[config.mk]
export PLATFORM = sky130hd
export DESIGN_NAME = gp_elastic_slice
export DESIGN_NICKNAME = d
export VERILOG_FILES = /design/src/rtl/gp_elastic_slice.sv
export SDC_FILE = /design/constraint.sdc
export NUM_CORES = 1
export LEC_CHECK = 0
export CELL_PAD_IN_SITES_DETAIL_PLACEMENT = 1
export CELL_PAD_IN_SITES_GLOBAL_PLACEMENT = 1
export CORE_MARGIN = 5
export CORE_UTILIZATION = 35
export CTS_CLUSTER_DIAMETER = 100
export CTS_CLUSTER_SIZE = 14
export DETAILED_ROUTE_END_ITERATION = 16
export GPL_ROUTABILITY_DRIVEN = 0
export PLACE_DENSITY_LB_ADDON = 0.1
export SLEW_MARGIN = 20
export SYNTH_ARGS = -nofsm -noshare
export SYNTH_HDL_FRONTEND = slang
export SYNTH_SLANG_ARGS = --single-unit
[constraint.sdc]
create_clock -name clk -period 6.5 [get_ports clk]
set_input_delay 1.625 -clock clk [delete_from_list [all_inputs] [get_ports clk]]
set_output_delay 1.625 -clock clk [all_outputs]
set_load 0.005 [all_outputs]
[src/rtl/gp_elastic_slice.sv]
// gp_elastic_slice: DEPTH-entry elastic register slice on a valid/ready stream.
// Circular buffer with explicit pointer wrap, occupancy count, almost-full
// watermark and a synchronous flush. rdy_m and vld_s/payld_s are driven from
// registered state (plus rst/flush gating), so there is no combinational path
// between the two sides of the slice.
//
// Handshake: a beat transfers on a side in any cycle where its valid and ready
// are both high at the rising edge. vld_s, once raised, stays up with a stable
// payld_s until it is accepted, unless rst or flush intervenes.
module gp_elastic_slice #(
    parameter int PAYLD_WIDTH = 32,
    parameter int DEPTH       = 2,
    parameter int AFULL_THR   = 1
) (
    input  logic                       clk,
    input  logic                       rst,
    input  logic                       flush,
    input  logic                       vld_m,
    output logic                       rdy_m,
    input  logic [PAYLD_WIDTH-1:0]     payld_m,
    output logic                       vld_s,
    input  logic                       rdy_s,
    output logic [PAYLD_WIDTH-1:0]     payld_s,
    output logic [$clog2(DEPTH+1)-1:0] count,
    output logic                       almost_full
);

    localparam int PW = $clog2(DEPTH);
    localparam int CW = $clog2(DEPTH+1);
    localparam logic [PW-1:0] LAST_PTR = PW'(DEPTH - 1);
    localparam logic [CW-1:0] FULL_CNT = CW'(DEPTH);
    localparam logic [CW-1:0] AF_CNT   = CW'(DEPTH - AFULL_THR);

    logic [PAYLD_WIDTH-1:0] mem_q [DEPTH];
    logic [PAYLD_WIDTH-1:0] mem_d [DEPTH];
    logic [PW-1:0]          wr_ptr_q, wr_ptr_d;
    logic [PW-1:0]          rd_ptr_q, rd_ptr_d;
    logic [CW-1:0]          count_q, count_d;
    logic                   push, pop;

    // Pointer advance with explicit wrap; DEPTH need not be a power of two.
    function automatic logic [PW-1:0] ptr_inc(input logic [PW-1:0] p);
        return (p == LAST_PTR) ? '0 : p + 1'b1;
    endfunction

    // Port-side signals: gated by rst/flush, otherwise purely from registered state.
    always_comb begin
        rdy_m       = ~rst & ~flush & (count_q != FULL_CNT);
        vld_s       = ~rst & ~flush & (count_q != '0);
        payld_s     = rst ? '0 : mem_q[rd_ptr_q];
        count       = rst ? '0 : count_q;
        almost_full = (count != '0) && (count >= AF_CNT);
        push        = vld_m & rdy_m;
        pop         = vld_s & rdy_s;
    end

    // Next-state: write on push only, so payld_m is ignored when no beat is accepted.
    always_comb begin
        mem_d    = mem_q;
        wr_ptr_d = wr_ptr_q;
        rd_ptr_d = rd_ptr_q;
        count_d  = count_q;
        if (flush) begin
            wr_ptr_d = '0;
            rd_ptr_d = '0;
            count_d  = '0;
        end else begin
            if (push) begin
                mem_d[wr_ptr_q] = payld_m;
                wr_ptr_d        = ptr_inc(wr_ptr_q);
            end
            if (pop) begin
                rd_ptr_d = ptr_inc(rd_ptr_q);
            end
            count_d = count_q + CW'(push) - CW'(pop);
        end
    end

    // State registers; reset clears storage as well as pointers and count.
    always_ff @(posedge clk) begin
        if (rst) begin
            wr_ptr_q <= '0;
            rd_ptr_q <= '0;
            count_q  <= '0;
            for (int i = 0; i < DEPTH; i++) begin
                mem_q[i] <= '0;
            end
        end else begin
            wr_ptr_q <= wr_ptr_d;
            rd_ptr_q <= rd_ptr_d;
            count_q  <= count_d;
            mem_q    <= mem_d;
        end
    end

endmodule

# Word level (Yosys, flattened, before mapping)
# Cells that the tools add are included.
# W data, S select, Z words.
[word_totals]
regBits = 68
in_bits = 37
output_inout_bits = 37
elab_cells = 39
[op_classes]
n_addsub = 4
n_lt_le_gt_ge = 4
eq_ne = 1
muxes = 10
n_bitwise = 9
n_reduce_logical = 6
[ops]
columns = ["operator", "count"]
rows = [
  ["$mux W32", 5],
  ["$bwmux W64", 1],
  ["$demux W32 S1", 1],
  ["$and A1 B1 Y1", 5],
  ["$ge A2 B2 Y1 const B", 2],
  ["$not A1 Y2", 2],
  ["$reduce_bool A2 Y1", 2],
  ["$add A1 B1 Y1 const B", 2],
  ["$add A2 B1 Y2", 1],
  ["$ge A2 B1 Y1 const B", 1],
  ["$logic_and A1 B1 Y1", 2],
  ["$lt A2 B1 Y1 const B", 1],
  ["$mux W1", 2],
  ["$mux W2", 1],
  ["$ne A2 B2 Y1 const B", 1],
  ["$not A1 Y1", 2],
  ["$reduce_and A2 Y1", 1],
  ["$reduce_or A2 Y1", 1],
  ["$sub A2 B1 Y2", 1],
]

# Logic depth before layout (Yosys ltp)
[depth]
ltp_word = 6
depth_mapped = 10
depth_no_buf = 8

# Worst setup path after synthesis
# OpenSTA, ideal clock, no wires.
[synth_path]
kind = "input to output"
start = "input rst"
end = "output payld_s[18]"
arrival_time_ns = 2.432
t_required_ns = 4.875
setup_slack_ns = 2.443
cell_stages = 5
n_path_buf = 4
cell_sequence = "buf_2 -> clkbuf_2 -> buf_2 -> buf_2 -> nor2_1"
[synth_between]
elab_chain_len = 1
[synth_rtl]
columns = ["element", "line", "rtl"]
rows = [
  ["start: declaration", "16", "input logic rst,"],
  ["$mux W32", "50", "payld_s = rst ? '0 : mem_q[rd_ptr_q];"],
  ["end: declaration", "23", "output logic [PAYLD_WIDTH-1:0] payld_s,"],
]
# Every way passes these cells.

# Worst setup path after layout
[layout_path]
start = "input flush"
end = "output rdy_m"
[layout_between]
elab_chain_len = 3
[layout_rtl]
columns = ["element", "line", "rtl"]
rows = [
  ["start: declaration", "17", "input logic flush,"],
  ["$not A1 Y1", "48", "rdy_m = ~rst & ~flush & (count_q != FULL_CNT);"],
  ["$and A1 B1 Y1 (2 in a row)", "48", ""],
  ["end: declaration", "19", "output logic rdy_m,"],
]
# Every way passes these cells.

==> results.md <==
- CTS clock-pin slew for the worst setup and hold paths: roughly 0.07 ns
- Slowest-stage cell, CP: clkdlybuf4s50_1
- Yosys top cell area share: 0.3868
- Final min period: around 4.7 ns
- Largest net degree at the start of global routing: a little under 60
- Post-CTS resize count: 0
- Worst Path Max Fanout: 6
- Worst-Margin Slew: 1.006 ns
- Reg2Reg Launch Point: count_q[0]
- CTS max path bufs: 2
- Clock root cell: clkbuf_8
- Flops & latches, synth: about 70
- Setup repair after global routing missed its margin: no
- Mean Syn Cell Area: ~9.7 um^2
- Diode count: 0
- Sum of negative setup slack: 0 ns
- Die width: roughly 110 um
- CTS Hold Bufs: 0
- CP Launch Type: primary input
- Via count: about 2900
- Maximum vdd drop: 0.08560 mV
- Vias/cell: 5.246
- # rows: 36
- Status: finished clean
- Layout cells sized above 1: 0.2145
- Setup Fix Bufs, Post-CTS: 0
- Top cells by area, synth: dfxtp_1 39%, o31ai_2 11%, mux2_2 9.6%
- DRC viols: 0
- Grt ovf: 0
- First-pass GRT wire length: 15.70 mm
- Synth Flop Type: dfxtp_1
- Placed insts: between 500 and 600
- 1st-pass router iterations: 4
- Slew HR: 0.3295
- Sink Count: 68
- Non-Filler Instances: 548
- Post-Syn Area: 3520 um^2
- Setup crit end kind: output pin
- IO buf count: 73
- First DRT Iteration DRCs: 84
- Crit path from: flush
- Final period util: 0.7298
- Top delay family on crit path: buffers and inverters
- CP dominant cell by count: clkdlybuf4s50_1
- Max H-tree Level: 3
- GRT Total Usage: 0.1653
- Slew Limit Fails: 0
- Post-synth EDFFs: 0
- Worst EP required: roughly 5 ns
- Worst Setup EP: rdy_m
- Synthesized instance count: roughly 360
- Die Footprint: about 12000 um^2
- Worst-path cell chain: clkdlybuf4s50_1, or2_2, nor2_1, clkdlybuf4s50_1
- Height of the die: approximately 110 um
- Pwr dens: just over 200 nW/um^2
- Cells on Worst Hold Path: 2
- Skew final: around 0.0046 ns
- Placeable Area: 9774 um^2
- End of the worst register-to-register path: mem_q[18]
- Static leakage: ~1.5 nW
- CP Data Arrival Time: roughly 3.1 ns
- Post-route ant nets: 0
- Num ports: 74
- Final HPWL from detailed placement: between 5 and 6 mm
- Critical path buffers and inverters: 2
- Mapped Nets: approximately 400
- Cell variety after synth: 28
- Nets: ~450
- CP Class: primary input to output pin
- Asr flop ratio synth: 0
- CTS tree: built
- Num CTS Buffers: 9
- Avg WL per Cell: roughly 18 um
- Detailed-route wire length: ~9.6 mm
- Crit path depth: 4
- Starting Density: 0.3601
- Number of max-cap violations: 0
- Initial antenna violation count: 0
- Final Hold Violating Endpoints: 0
- # setup viols final: 0
- Yosys top cell by area: dfxtp_1
- Max Clock Freq: approximately 210 MHz
- Peak per-stage delay on the critical path: around 0.51 ns
- Vias in the first global route: 3028
- Seq/Total Area, Yosys: 0.3868
- Final Core Density: 0.4579
- Clock latency on the worst-skew pair: approximately 0.33 ns
- R2R cell count: 4
- R2R setup slack: 4.18 ns
- Hold crit path type: flop to flop
- Synth Warn #: 0
- P&R area growth vs syn: 27.16%
worst min path at each step:
stage	endpoint	slack [ns]	startpoint
after floorplan	mem_q[32]	0.45	mem_q[32]
after global routing	mem_q[59]	0.49	mem_q[59]
after global placement	mem_q[63]	0.45	mem_q[63]
after CTS	mem_q[34]	0.48	mem_q[34]
final	mem_q[34]	0.47	mem_q[34]
after detailed placement	mem_q[37]	0.47	mem_q[37]
synth_stat cells (2+ instances only):
cell,instances
or3_1,2
nand4_1,32
nor2b_1,35
buf_6,3
o21ai_0,2
or2_2,2
and2_1,2
a21oi_1,33
clkbuf_1,12
mux2_2,30
o31ai_1,2
mux2_1,2
ha_1,2
mux2i_1,32
buf_2,24
xor2_1,2
o31ai_2,30
nor2_1,39
dfxtp_1,68
per-layer routing:
| metal | wire length, um | GRT usage |
|---|---|---|
| met5 | 0 | 0 |
| met3 | 330 | 0.02504 |
| met4 | 106 | 0.05277 |
| met1 | 4384 | 0.2156 |
| met2 | 4768 | 0.2808 |
placed cells by master, fill, tap and decap left out, types with 3 or more instances in the layout:
cell type	netlist	routed
clkdlybuf4s50_1	0	71
dfxtp_1	68	67
nor2_1	39	39
nor2b_1	35	34
a21oi_1	33	33
mux2i_1	32	32
nand4_1	32	32
mux2_2	30	30
o31ai_2	30	30
clkbuf_8	0	10
buf_4	1	4
clkinv_2	0	3
metrics by stage:
| step | total power, W | hold slack [ns] | instance area, um^2 | worst slack, ns |
|---|---|---|---|---|
| floorplan | 0.0004916 | 0.4476 | 3520 | 2.443 |
| global placement | 0.0005357 | 0.4542 | 4257 | 1.757 |
| detailed placement | 0.0005363 | 0.4671 | 4257 | 1.738 |
| CTS | 0.0009256 | 0.4772 | 4473 | 1.728 |
| global route | 0.0009477 | 0.4871 | 4476 | 1.655 |
| finish | 0.0009133 | 0.4740 | 4476 | 1.756 |
worst register-to-register path, cell delays in order (launching register included):
cell and delay, ns:
dfxtp_1 0.45, nand2b_1 0.15, buf_4 0.40, nand4_4 0.62, mux2_1 0.58
layout make-up:
cell class | instances | area [um^2]
fill | 1138 | 5299
multi-input combinational | 252 | 1954
sequential | 68 | 1365
timing repair buffer | 77 | 765.7
tap | 133 | 166.4
clock buffer | 11 | 141.4
clock inverter | 5 | 75.07
inverter | 2 | 7.507
kinds of logic (layout without fill, tap and decap cells):
family / Yosys count / in the layout / share of synthesized area
AO/OA/AOI/OAI: 67 / 67 / 0.1607
flip-flops: 68 / 68 / 0.3868
multiplexers: 64 / 64 / 0.1934
buffers and inverters: 43 / 95 / 0.06221
adder cells (fa/ha/maj): 2 / 2 / 0.007109
XOR/XNOR: 2 / 2 / 0.004978
AND/OR/NAND/NOR: 117 / 117 / 0.1849
state kept, by name, summed over array words and instances (netlist names):
register / cells
count_q: 2
rd_ptr_q: 1
mem_q: 64
wr_ptr_q: 1
where the power goes:
group	switching, W	total (W)	internal [W]
clock	0.000163	0.000388	0.000225
combinational	0.0000489	0.0000923	0.0000434
sequential	0.00000719	0.000433	0.000425
total	0.000219	0.000913	0.000694
No activity file was read; power rests on OpenSTA's default activity.
==> edit 1, RTL diff (same settings) <==
Change the parameter `PAYLD_WIDTH` from 32 to 16.
--- a/src/rtl/gp_elastic_slice.sv
+++ b/src/rtl/gp_elastic_slice.sv
@@ -10,3 +10,3 @@
 module gp_elastic_slice #(
-    parameter int PAYLD_WIDTH = 32,
+    parameter int PAYLD_WIDTH = 16,
     parameter int DEPTH       = 2,
Interface: changed (resized payld_m and payld_s); port bits go from 74 to 42. No check against the original RTL was run, so the function may have changed too.
==> edit 1 against the unedited design <==
Non-clock buffer count shrank 36; routed wire length shrank 48%; setup slack worse by 140 ps; total power shrank 48%; hold slack barely moved; combinational power decreased by 46%; cell area down 46%; sequential cell count fell by 32; synthesized area is 45% lower; global-route usage down 1.9 points; critical endpoint is now almost_full; largest power group unchanged.
==> edit 1: results (changes against the unedited design) <==
GRT
  – Vias in the first global route: 1734 (-43%)
  – First-pass GRT wire length: 8.49 mm (-46%)
  – Met3 usage: 3.73% (+1.2 points)
  – Met2 usage: 27.8% (-0.31 points)
  – GRT Total Usage: 14.6% (-1.9 points)

Critical path
  – First element of the critical path: rst
  – Reg2reg path depth: 8 (+4)
  – Worst path max stage delay: 730 ps (+220 ps)
  – RR Endpoint: count_q[1]

Cells and area
  – Fraction of layout cells with a size suffix above 1: 17.6% (-3.8 points)
  – Layout net count: 249 (-45%)
  – Post-Layout Cell Count: 299 (-45%)

Placement
  – Placed Area: 2310 um2 (-46%)
  – Dpl cells: 291 (-45%)
  – I/O Buffers: 41 (-44%)

Timing
  – Worst-case hold slack: 474 ps (+0.440 ps)
  – Slew @ Worst Pin: 1080 ps (+79.0 ps)

Detailed routing
  – M1 WL: 2.19 mm (-50%)
  – Post-Route WL: 4.98 mm (-48%)
  – Metal2 WL: 2.60 mm (-45%)

Logic synthesis
  – Post-synth top cells: 36 x dfxtp_1, 22 x nor2_1, 19 x nor2b_1, 17 x a21oi_1
  – Main area contributors after synthesis: dfxtp_1 37%, mux2i_1 8.3%, mux2_4 7.7%
  – Syn Area/Cell: 9.79 um2 (+0.95%)
  – Sequential element share of the synthesized area: 37.2% (-1.5 points)

Worst hold path
  – Hold Path Sink: mem_q[29]
  – Hold Path Origin: mem_q[29]

Status
  – Status: complete, no violations

CTS
  – Htree depth: 2 (-1)
  – Cts bufs inserted: 5 (-4)

Power
  – Leakage: 0.855 nW (-43%)
  – Worst vdd ir: 0.0000928 V (+8.4%)
  – Combinational fraction of design power: 10.5% (+0.4 points)
  – Sequential share of power: 48.4% (+1.0 points)
edit 1: changes by cell type after synthesis, moves of 4 or more:
cell,before,now
o31ai_2,30,9
mux2_2,30,6
clkbuf_1,12,8
buf_2,24,5
nor2b_1,35,19
nor2_1,39,22
dfxtp_1,68,36
nand4_1,32,16
mux2i_1,32,16
a21oi_1,33,17
mux2_4,0,10
o31ai_1,2,6
edit 1: cell families (layout without fill, tap and decap cells):
group / Yosys count / after routing / synth area share [%]
flip-flops: 36 / 36 / 37.2
AND/OR/NAND/NOR: 69 / 69 / 20.3
multiplexers: 32 / 32 / 19.5
adder cells (fa/ha/maj): 2 / 2 / 1.29
AO/OA/AOI/OAI: 35 / 35 / 14.1
buffers and inverters: 22 / 51 / 6.71
XOR/XNOR: 2 / 2 / 0.904
edit 1: cell type report:
class	count	area share, %
multi-input cells	140	45.3
flip-flops and latches	36	29.6
repair buffers	41	16.7
well taps	72	3.70
clock buffers	6	2.98
clock inverters	2	1.44
inverters	2	0.309
==> edit 2, RTL diff (config.mk and constraints unchanged) <==
Without the edit above. Make the reset (`rst`) asynchronous in one clocked block.
--- a/src/rtl/gp_elastic_slice.sv
+++ b/src/rtl/gp_elastic_slice.sv
@@ -79,3 +79,3 @@
     // State registers; reset clears storage as well as pointers and count.
-    always_ff @(posedge clk) begin
+    always_ff @(posedge clk or posedge rst) begin
         if (rst) begin
Function: same outputs for any inputs over 4 cycles, from zero or initial values and one cycle with rst high; that may be too few to reach the edited logic, so the function may still have changed.
==> edit 2 against the unedited design <==
Final cell count shrank 23%; routed wire length down 27%; die area down 6.2%; hold slack improved by 28 ps; synthesized area fell by 6.9%; highest routed layer unchanged; cell area is 5.6% lower; sequential cell count is the same; setup slack got worse by 0.89 ps.
Power is not compared: it rests on default switching activity, and its combinational part moved more than twofold at a synthesized area within 25%.
==> edit 2: results (changes against the unedited design) <==
Status
  – Status: complete, no violations

GRT
  – Met3 usage: 3.25% (+0.75 points)
  – Met2 usage: 21.5% (-6.6 points)
  – GRT Total Usage: 13.2% (-3.4 points)
  – First-pass GRT wire length: 11.7 mm (-25%)
  – Met1 Use GR: 16.9% (-4.7 points)

Critical path
  – Reg-to-Reg Start: count_q[1]
  – Reg2Reg Setup Slack: 4470 ps (+290 ps)
  – RR Endpoint: mem_q[48]
  – Worst path max stage delay: 570 ps (+60 ps)
  – Slowest cell on the critical path: buf_2

Power
  – Total Power: 1.17 mW

Placement
  – Dpl cells: 408 (-23%)
  – Placed Area: 4040 um2 (-5.2%)
  – Post-detail-place hpwl: 4.62 mm (-17%)

Detailed routing
  – Metal2 WL: 3.33 mm (-30%)
  – M1 WL: 3.32 mm (-24%)
  – Average wire per standard cell: 16.6 um (-5.4%)
  – DR iter-0 viols: 36 (-57%)
  – Met3 routed WL: 267 um (-19%)
  – Vias: 2051 (-29%)

Logic synthesis
  – Syn nets: 277 (-31%)
  – Adder-Cell Fraction of Synth Area: 0.763% (+0.052 points)
  – Post-synth top cells: 68 x dfrtp_1, 34 x mux2_2, 34 x nor2_1, 33 x mux2i_1, 29 x mux2_4
  – Synth Area in XOR/XNOR: 0.534% (+0.037 points)
  – Main area contributors after synthesis: dfrtp_1 52%, mux2_4 13%, mux2_2 12%

Cells and area
  – Multi-input logic area: 1440 um2 (-26%)
  – Fraction of layout cells with a size suffix above 1: 27.2% (+5.7 points)
  – # fillers: 978 (-14%)
  – Post-Layout Cell Count: 424 (-23%)
  – Layout net count: 347 (-23%)

Timing
  – Worst-case hold slack: 502 ps (+27.7 ps)
  – Setup Skew: 9.63 ps (+5.05 ps)
  – Max_slew headroom: 29.1% (-3.9 points)

Worst hold path
  – Hold Path Stages: 1 (-1)
  – Hold Path Origin: mem_q[23]
## edit 2: changes by cell type in the layout (fill, tap and decap cells not counted), sizes merged, moves of 32 or more
cell,delta
a21oi,-32
dfxtp,-68
dfrtp,+68
o31ai,-32
nor2b,-32
nand4,-33
mux2,+32
## edit 2: layout make-up
type	count	share of cell area (%)
sequential	68	40.3
multi-input combinational	150	34.1
timing repair buffer	75	17.5
clock buffer	14	3.61
tap	111	3.29
clock inverter	2	0.829
inverter	4	0.355
## edit 2: worst reg2reg max path, delay by kind of cell (launching register included)
| family | cells | cell delay, ps |
|---|---|---|
| DFF | 1 | 420 |
| and+or+nand+nor | 2 | 760 |
| buffers and inverters | 1 | 350 |
| muxes | 1 | 390 |
## edit 2: worst max path at each step
stage               slack [ps]           to  start  depth (start not counted)
floorplan                 2610  almost_full    rst                          3
global route              1620  almost_full    rst                          4
CTS                       1730  almost_full    rst                          4
detailed placement        1730  almost_full    rst                          4
finish                    1760  almost_full    rst                          4
global placement          1770  almost_full    rst                          4
